[src/rtl/dac_pkg.sv]
// Shared definitions for the access-controller keypad front end:
// key codes, scanner state encoding and the keypad layout.
package dac_pkg;

   localparam logic [3:0] KEY_0    = 4'h0;
   localparam logic [3:0] KEY_1    = 4'h1;
   localparam logic [3:0] KEY_2    = 4'h2;
   localparam logic [3:0] KEY_3    = 4'h3;
   localparam logic [3:0] KEY_4    = 4'h4;
   localparam logic [3:0] KEY_5    = 4'h5;
   localparam logic [3:0] KEY_6    = 4'h6;
   localparam logic [3:0] KEY_7    = 4'h7;
   localparam logic [3:0] KEY_8    = 4'h8;
   localparam logic [3:0] KEY_9    = 4'h9;
   localparam logic [3:0] KEY_A    = 4'hA;
   localparam logic [3:0] KEY_B    = 4'hB;
   localparam logic [3:0] KEY_C    = 4'hC;
   localparam logic [3:0] KEY_D    = 4'hD;
   localparam logic [3:0] KEY_STAR = 4'hE;
   localparam logic [3:0] KEY_HASH = 4'hF;

   typedef enum logic [1:0] {
      ST_SCAN         = 2'd0,
      ST_DEBOUNCE     = 2'd1,
      ST_EMIT         = 2'd2,
      ST_WAIT_RELEASE = 2'd3
   } scan_state_t;

   // Physical keypad layout: row 0 = 1 2 3 A ... row 3 = * 0 # D
   function automatic logic [3:0] key_map(input logic [1:0] row, input logic [1:0] col);
      logic [3:0] code;
      case ({row, col})
         4'd0:    code = KEY_1;
         4'd1:    code = KEY_2;
         4'd2:    code = KEY_3;
         4'd3:    code = KEY_A;
         4'd4:    code = KEY_4;
         4'd5:    code = KEY_5;
         4'd6:    code = KEY_6;
         4'd7:    code = KEY_B;
         4'd8:    code = KEY_7;
         4'd9:    code = KEY_8;
         4'd10:   code = KEY_9;
         4'd11:   code = KEY_C;
         4'd12:   code = KEY_STAR;
         4'd13:   code = KEY_0;
         4'd14:   code = KEY_HASH;
         4'd15:   code = KEY_D;
         default: code = KEY_0;
      endcase
      return code;
   endfunction

   // One-cold row drive pattern for a row index
   function automatic logic [3:0] row_drive(input logic [1:0] row);
      return ~(4'b0001 << row);
   endfunction

   // True when exactly one column is active
   function automatic logic single_low(input logic [3:0] low);
      return (low != 4'b0000) && ((low & (low - 4'b0001)) == 4'b0000);
   endfunction

   // Column index of a single active column
   function automatic logic [1:0] col_index(input logic [3:0] low);
      logic [1:0] idx;
      case (low)
         4'b0001: idx = 2'd0;
         4'b0010: idx = 2'd1;
         4'b0100: idx = 2'd2;
         4'b1000: idx = 2'd3;
         default: idx = 2'd0;
      endcase
      return idx;
   endfunction

endpackage

[src/rtl/dac_sync2.sv]
// Two-flop synchroniser for the asynchronous, active-low column returns.
module dac_sync2 (
   input  logic       clk,
   input  logic       reset,
   input  logic [3:0] d,
   output logic [3:0] q
);

   logic [3:0] meta;

   // two-stage capture; idle (all released) after reset
   always_ff @(posedge clk) begin
      if (reset) begin
         meta <= 4'b1111;
         q    <= 4'b1111;
      end else begin
         meta <= d;
         q    <= meta;
      end
   end

endmodule

[src/rtl/dac_keypad_encoder.sv]
// 4x4 matrix keypad scanner with debounce, ghost rejection and key encoding.
// Emits one key_valid pulse plus at most one named strobe per accepted press.
module dac_keypad_encoder
   import dac_pkg::*;
#(
   parameter int SCAN_DIV = 16,
   parameter int DEBOUNCE = 4
) (
   input  logic       clk,
   input  logic       RESET,
   output logic [3:0] row_n,
   input  logic [3:0] col_n,
   output logic       key_valid,
   output logic [3:0] key_code,
   output logic       ONE,
   output logic       THREE,
   output logic       FIVE,
   output logic       SEVEN,
   output logic       A,
   output logic       use_code,
   output logic       DOOR_RESET
);

   localparam int CW = (SCAN_DIV > 1) ? $clog2(SCAN_DIV) : 1;
   localparam int DW = $clog2(DEBOUNCE + 1);
   localparam logic [CW-1:0] SLOT_LAST = CW'(SCAN_DIV - 1);
   localparam logic [CW-1:0] SLOT_INC  = CW'(1);
   localparam logic [DW-1:0] DB_TARGET = DW'(DEBOUNCE);
   localparam logic [DW-1:0] DB_INC    = DW'(1);

   scan_state_t   state;
   logic [CW-1:0] slot;
   logic [DW-1:0] stable;
   logic [1:0]    row;
   logic [1:0]    key_row;
   logic [1:0]    key_col;

   logic [3:0]    col_s;
   logic [3:0]    col_low;
   logic          sample;
   logic          one_low;
   logic [1:0]    low_idx;
   logic [1:0]    next_row;
   logic [DW-1:0] stable_next;
   logic [3:0]    emit_code;

   dac_sync2 u_sync (
      .clk   (clk),
      .reset (RESET),
      .d     (col_n),
      .q     (col_s)
   );

   assign col_low     = ~col_s;
   assign sample      = (slot == SLOT_LAST);
   assign one_low     = single_low(col_low);
   assign low_idx     = col_index(col_low);
   assign next_row    = row + 2'd1;
   assign stable_next = stable + DB_INC;
   assign emit_code   = key_map(key_row, key_col);

   // scan sequencer: slot timing, row drive, key capture and one-cycle strobes
   always_ff @(posedge clk) begin
      if (RESET) begin
         state      <= ST_SCAN;
         slot       <= {CW{1'b0}};
         stable     <= {DW{1'b0}};
         row        <= 2'd0;
         row_n      <= 4'b1110;
         key_row    <= 2'd0;
         key_col    <= 2'd0;
         key_valid  <= 1'b0;
         key_code   <= 4'h0;
         ONE        <= 1'b0;
         THREE      <= 1'b0;
         FIVE       <= 1'b0;
         SEVEN      <= 1'b0;
         A          <= 1'b0;
         use_code   <= 1'b0;
         DOOR_RESET <= 1'b0;
      end else begin
         slot       <= sample ? {CW{1'b0}} : slot + SLOT_INC;
         key_valid  <= 1'b0;
         key_code   <= 4'h0;
         ONE        <= 1'b0;
         THREE      <= 1'b0;
         FIVE       <= 1'b0;
         SEVEN      <= 1'b0;
         A          <= 1'b0;
         use_code   <= 1'b0;
         DOOR_RESET <= 1'b0;
         case (state)
            ST_SCAN: begin
               if (sample) begin
                  if (col_low == 4'b0000) begin
                     row   <= next_row;
                     row_n <= row_drive(next_row);
                  end else if (one_low) begin
                     key_row <= row;
                     key_col <= low_idx;
                     stable  <= {DW{1'b0}};
                     state   <= ST_DEBOUNCE;
                  end else begin
                     // several columns low: possible ghosting, wait it out silently
                     stable <= {DW{1'b0}};
                     state  <= ST_WAIT_RELEASE;
                  end
               end
            end
            ST_DEBOUNCE: begin
               if (sample) begin
                  if (one_low && (low_idx == key_col)) begin
                     if (stable_next == DB_TARGET) begin
                        stable     <= {DW{1'b0}};
                        state      <= ST_EMIT;
                        key_valid  <= 1'b1;
                        key_code   <= emit_code;
                        ONE        <= (emit_code == KEY_1);
                        THREE      <= (emit_code == KEY_3);
                        FIVE       <= (emit_code == KEY_5);
                        SEVEN      <= (emit_code == KEY_7);
                        A          <= (emit_code == KEY_A);
                        use_code   <= (emit_code == KEY_STAR);
                        DOOR_RESET <= (emit_code == KEY_HASH);
                     end else begin
                        stable <= stable_next;
                     end
                  end else begin
                     stable <= {DW{1'b0}};
                     state  <= ST_SCAN;
                     row    <= next_row;
                     row_n  <= row_drive(next_row);
                  end
               end
            end
            ST_EMIT: begin
               // strobes were raised on entry and drop back by default this cycle
               stable <= {DW{1'b0}};
               state  <= ST_WAIT_RELEASE;
            end
            ST_WAIT_RELEASE: begin
               if (sample) begin
                  if (col_low == 4'b0000) begin
                     if (stable_next == DB_TARGET) begin
                        stable <= {DW{1'b0}};
                        state  <= ST_SCAN;
                        row    <= next_row;
                        row_n  <= row_drive(next_row);
                     end else begin
                        stable <= stable_next;
                     end
                  end else begin
                     stable <= {DW{1'b0}};
                  end
               end
            end
            default: begin
               stable <= {DW{1'b0}};
               state  <= ST_SCAN;
            end
         endcase
      end
   end

endmodule

[config.mk]
export PLATFORM = sky130hd
export DESIGN_NAME = dac_keypad_encoder
export DESIGN_NICKNAME = d
export VERILOG_FILES = /design/src/rtl/dac_pkg.sv /design/src/rtl/dac_sync2.sv /design/src/rtl/dac_keypad_encoder.sv
export SDC_FILE = /design/constraint.sdc
export NUM_CORES = 1
export LEC_CHECK = 0
export ABC_CLOCK_PERIOD_IN_PS = 4700
export BUFFER_PORTS_ARGS = -buffer_cell sky130_fd_sc_hd__buf_2
export CORE_MARGIN = 1
export CORE_UTILIZATION = 60
export CTS_CLUSTER_DIAMETER = 120
export DETAILED_ROUTE_END_ITERATION = 12
export GPL_TIMING_DRIVEN = 0
export PLACE_DENSITY_LB_ADDON = 0.12
export SYNTH_ARGS = -nofsm -noshare
export SYNTH_HDL_FRONTEND = slang
export SYNTH_SLANG_ARGS = --single-unit
[constraint.sdc]
create_clock -name clk -period 4.7 [get_ports clk]
set_clock_uncertainty 0.05 [all_clocks]
set_input_delay 0 -clock clk [delete_from_list [all_inputs] [get_ports clk]]
set_output_delay 0 -clock clk [all_outputs]
set_load 0.03 [all_outputs]
==> metrics.txt <==
status finished clean; PwrDens 283 nW/um^2; number of iterations in the first detailed-routing pass 5; syn_nets 231; CP Cell Sequence ha_1 -> and3_1 -> clkbuf_1 -> a31o_2 -> o221ai_1 -> nor2_1 -> inv_1 -> ha_1 -> inv_1 -> mux2i_1 -> a22o_1; clk root buf clkbuf_4; first-pass GRT wire length 5870 microns; vias in the first global route 1434; GPL Wtd Cong 0.854; Post-synth ARST share 0%; Worst Tran Pin Value 0.597 ns; CTS resizes 0; period utilization 57.4%; register area 861 sq um; fin cells approximately 290; CP delay by family, top compound AO/OA/AOI/OAI gates; FF+latch count, synth 43; CTS max path bufs 2; Crit Path Class flip-flop to flip-flop; # fillers 233; vias 1567; Post-synth EDFFs 0; Clock transition at path regs 0.13 ns; YS warnings 0; placed wire-length estimate about 2700 microns; largest area contributor in the netlist dfxtp_1; Mapped Cells 212; post-layout min period around 2.7 ns; commonest cells in the netlist 43 x dfxtp_1, 20 x nor2_1, 13 x ha_1, 12 x inv_1, 12 x nand2_1; final setup fails 0; Routed WL 3680 microns; most frequent cell after synthesis dfxtp_1; Slowest Stage Delay on Critical Path 0.39 ns; CTS tree yes; Crit path required time 4.92 ns; die area 3560 sq um; Congestion Overflow GR 0; clock buffer count from CTS 5; antenna cells 0; maximum VDD drop 264 uV; H-tree level count 2; Crit. Startpoint slot[0]; routed vias/inst roughly 5.4; Die Wd 59.7 microns; area of the multi-input gates 1040 sq um; hold wc startpoint RESET; WP data arrival 2.91 ns; CP max FO 7; DR iter-0 viols slightly above 60; number of port buffers 20; Max stage delay cell, worst path dfxtp_1; clk_lat worst skew 0.36 ns; Max Slew Vio Count 0; average size of a mapped cell 9.41 sq um; dpl cells 276; Rows 20; largest net degree at the start of global routing 15; Crit. End Element flip-flop; Die H 59.7 microns; Layout Area Growth over Synthesis 13.9%; final hold viol count 0; Setup TNS Final 0 ns; nets 262; ANT nets after route 0; sequential share of the synthesized area 43.1%; initial core utilization 64.3%; R2R Path Start slot[0]; RSZ-0062 raised after global routing no; Worst Hold Class primary input to flip-flop; initial antenna violation count 0; Max-cap violations 0; Core Region a little over 3000 sq um; layout cells sized above 1 about a fifth; Startpoint Class flip-flop; post-synth cell types 48; Post-Syn Area 2000 sq um; average routed wire per standard cell 12.8 microns; GRT Total Usage 22.5%; Rel. slew slack approximately three fifths; Synth area leaders dfxtp_1 43%, ha_1 8.2%, mux2i_1 4.5%; Fmax roughly 370 MHz; drt drc 0; WP buf/inv 3; top_reg_cell synth dfxtp_1; leakage a little over 0.0009 uW; Boundary Pins 22; clock sinks 43; Yosys top cell area share 43.1%
[layout make-up]
cell class,count,share of cell area (%)
timing repair buffer,24,6.17
multi-input combinational,147,45.9
tap,44,2.42
clock buffer,5,1.65
buffer,10,2.09
sequential,43,37.9
clock inverter,3,1.93
inverter,12,1.98
[kinds of logic (layout without fill, tap and decap cells)]
group / after synthesis / in the layout / synth area share (%)
AO/OA/AOI/OAI: 34 / 34 / 12.2
XOR/XNOR: 3 / 3 / 1.32
adder cells (fa/ha/maj): 13 / 13 / 8.15
buffers and inverters: 22 / 54 / 4.64
flip-flops: 43 / 43 / 43.1
multiplexers: 13 / 13 / 6.77
AND/OR/NAND/NOR: 84 / 84 / 23.8
[power breakdown]
part / total [uW] / switching, uW / internal, uW / leakage (uW)
clock network: 234 / 122 / 112 / 0.0000452
registers: 373 / 3.38 / 370 / 0.000349
logic: 35.6 / 19.2 / 16.4 / 0.000542
total: 642 / 144 / 498 / 0.000936
[routing by layer]
metal  global-route usage [%]  vias up  share of wire (%)
met5                        0        -                  0
met2                     41.6       48                 50
met4                     9.97        0                2.1
met3                     5.84        7                4.0
li1                         -      799                  -
met1                     23.5      713                 44
[final timing paths]
path                        to  slack, ns  depth (start not counted)
setup reg to reg  emit_code[2]       2.00                         11
setup / recovery  emit_code[2]       2.00                         11
hold reg to reg    u_sync.q[3]       0.37                          1
hold / removal      key_row[0]       0.09                          2
[what timing repair did]
action / in CTS / in global routing
endpoints found under the hold margin: 4 / 0
buffers inserted: 0 / 0
setup endpoints to repair: 0 / 0
hold buffers: 4 / 0
[stage by stage]
| step | hold slack, ns | util [%] | power, uW | worst slack [ns] | cell area (sq um) |
|---|---|---|---|---|---|
| 5_1_grt | 0.133 | 73.2 | 664 | 1.78 | 2270 |
| 3_3_place_gp | 0.132 | 69.3 | 412 | 2.12 | 2150 |
| 2_1_floorplan | 0.0538 | - | 406 | 2.39 | 2000 |
| 4_1_cts | 0.0883 | 73.2 | 642 | 2.03 | 2270 |
| 3_5_place_dp | 0.136 | 69.3 | 414 | 2.05 | 2150 |
| 6_report | 0.0854 | 73.2 | 642 | 2.00 | 2270 |
[sequential cells by signal, summed over array words and instances (netlist names), 3 cells and up]
signal	flops
emit_code	4
key_code	4
row_n	4
slot	4
stable	3
u_sync.meta	4
u_sync.q	4
[cells in the final DEF (no fill, tap or decap), types with 2 or more instances in the layout]
| cell type | count |
|---|---|
| or2_2 | 8 |
| clkbuf_4 | 5 |
| nand2b_1 | 3 |
| o21ai_1 | 2 |
| and2_1 | 5 |
| inv_1 | 12 |
| nand3_1 | 4 |
| mux2_2 | 2 |
| buf_2 | 22 |
| dfxtp_1 | 43 |
| clkbuf_1 | 6 |
| a31oi_1 | 3 |
| and3_1 | 8 |
| nor3_2 | 2 |
| nor2_1 | 20 |
| a21oi_1 | 7 |
| nor2b_1 | 5 |
| nand2_1 | 12 |
| mux2i_1 | 9 |
| xor2_1 | 2 |
| dlygate4sd3_1 | 4 |
| a211oi_1 | 4 |
| ha_1 | 13 |
| mux2_1 | 2 |
| nor3_1 | 4 |
| buf_4 | 2 |
| nor3b_1 | 2 |
| and3b_1 | 2 |
| o21ai_0 | 7 |
No activity file was read; power rests on OpenSTA's default activity.
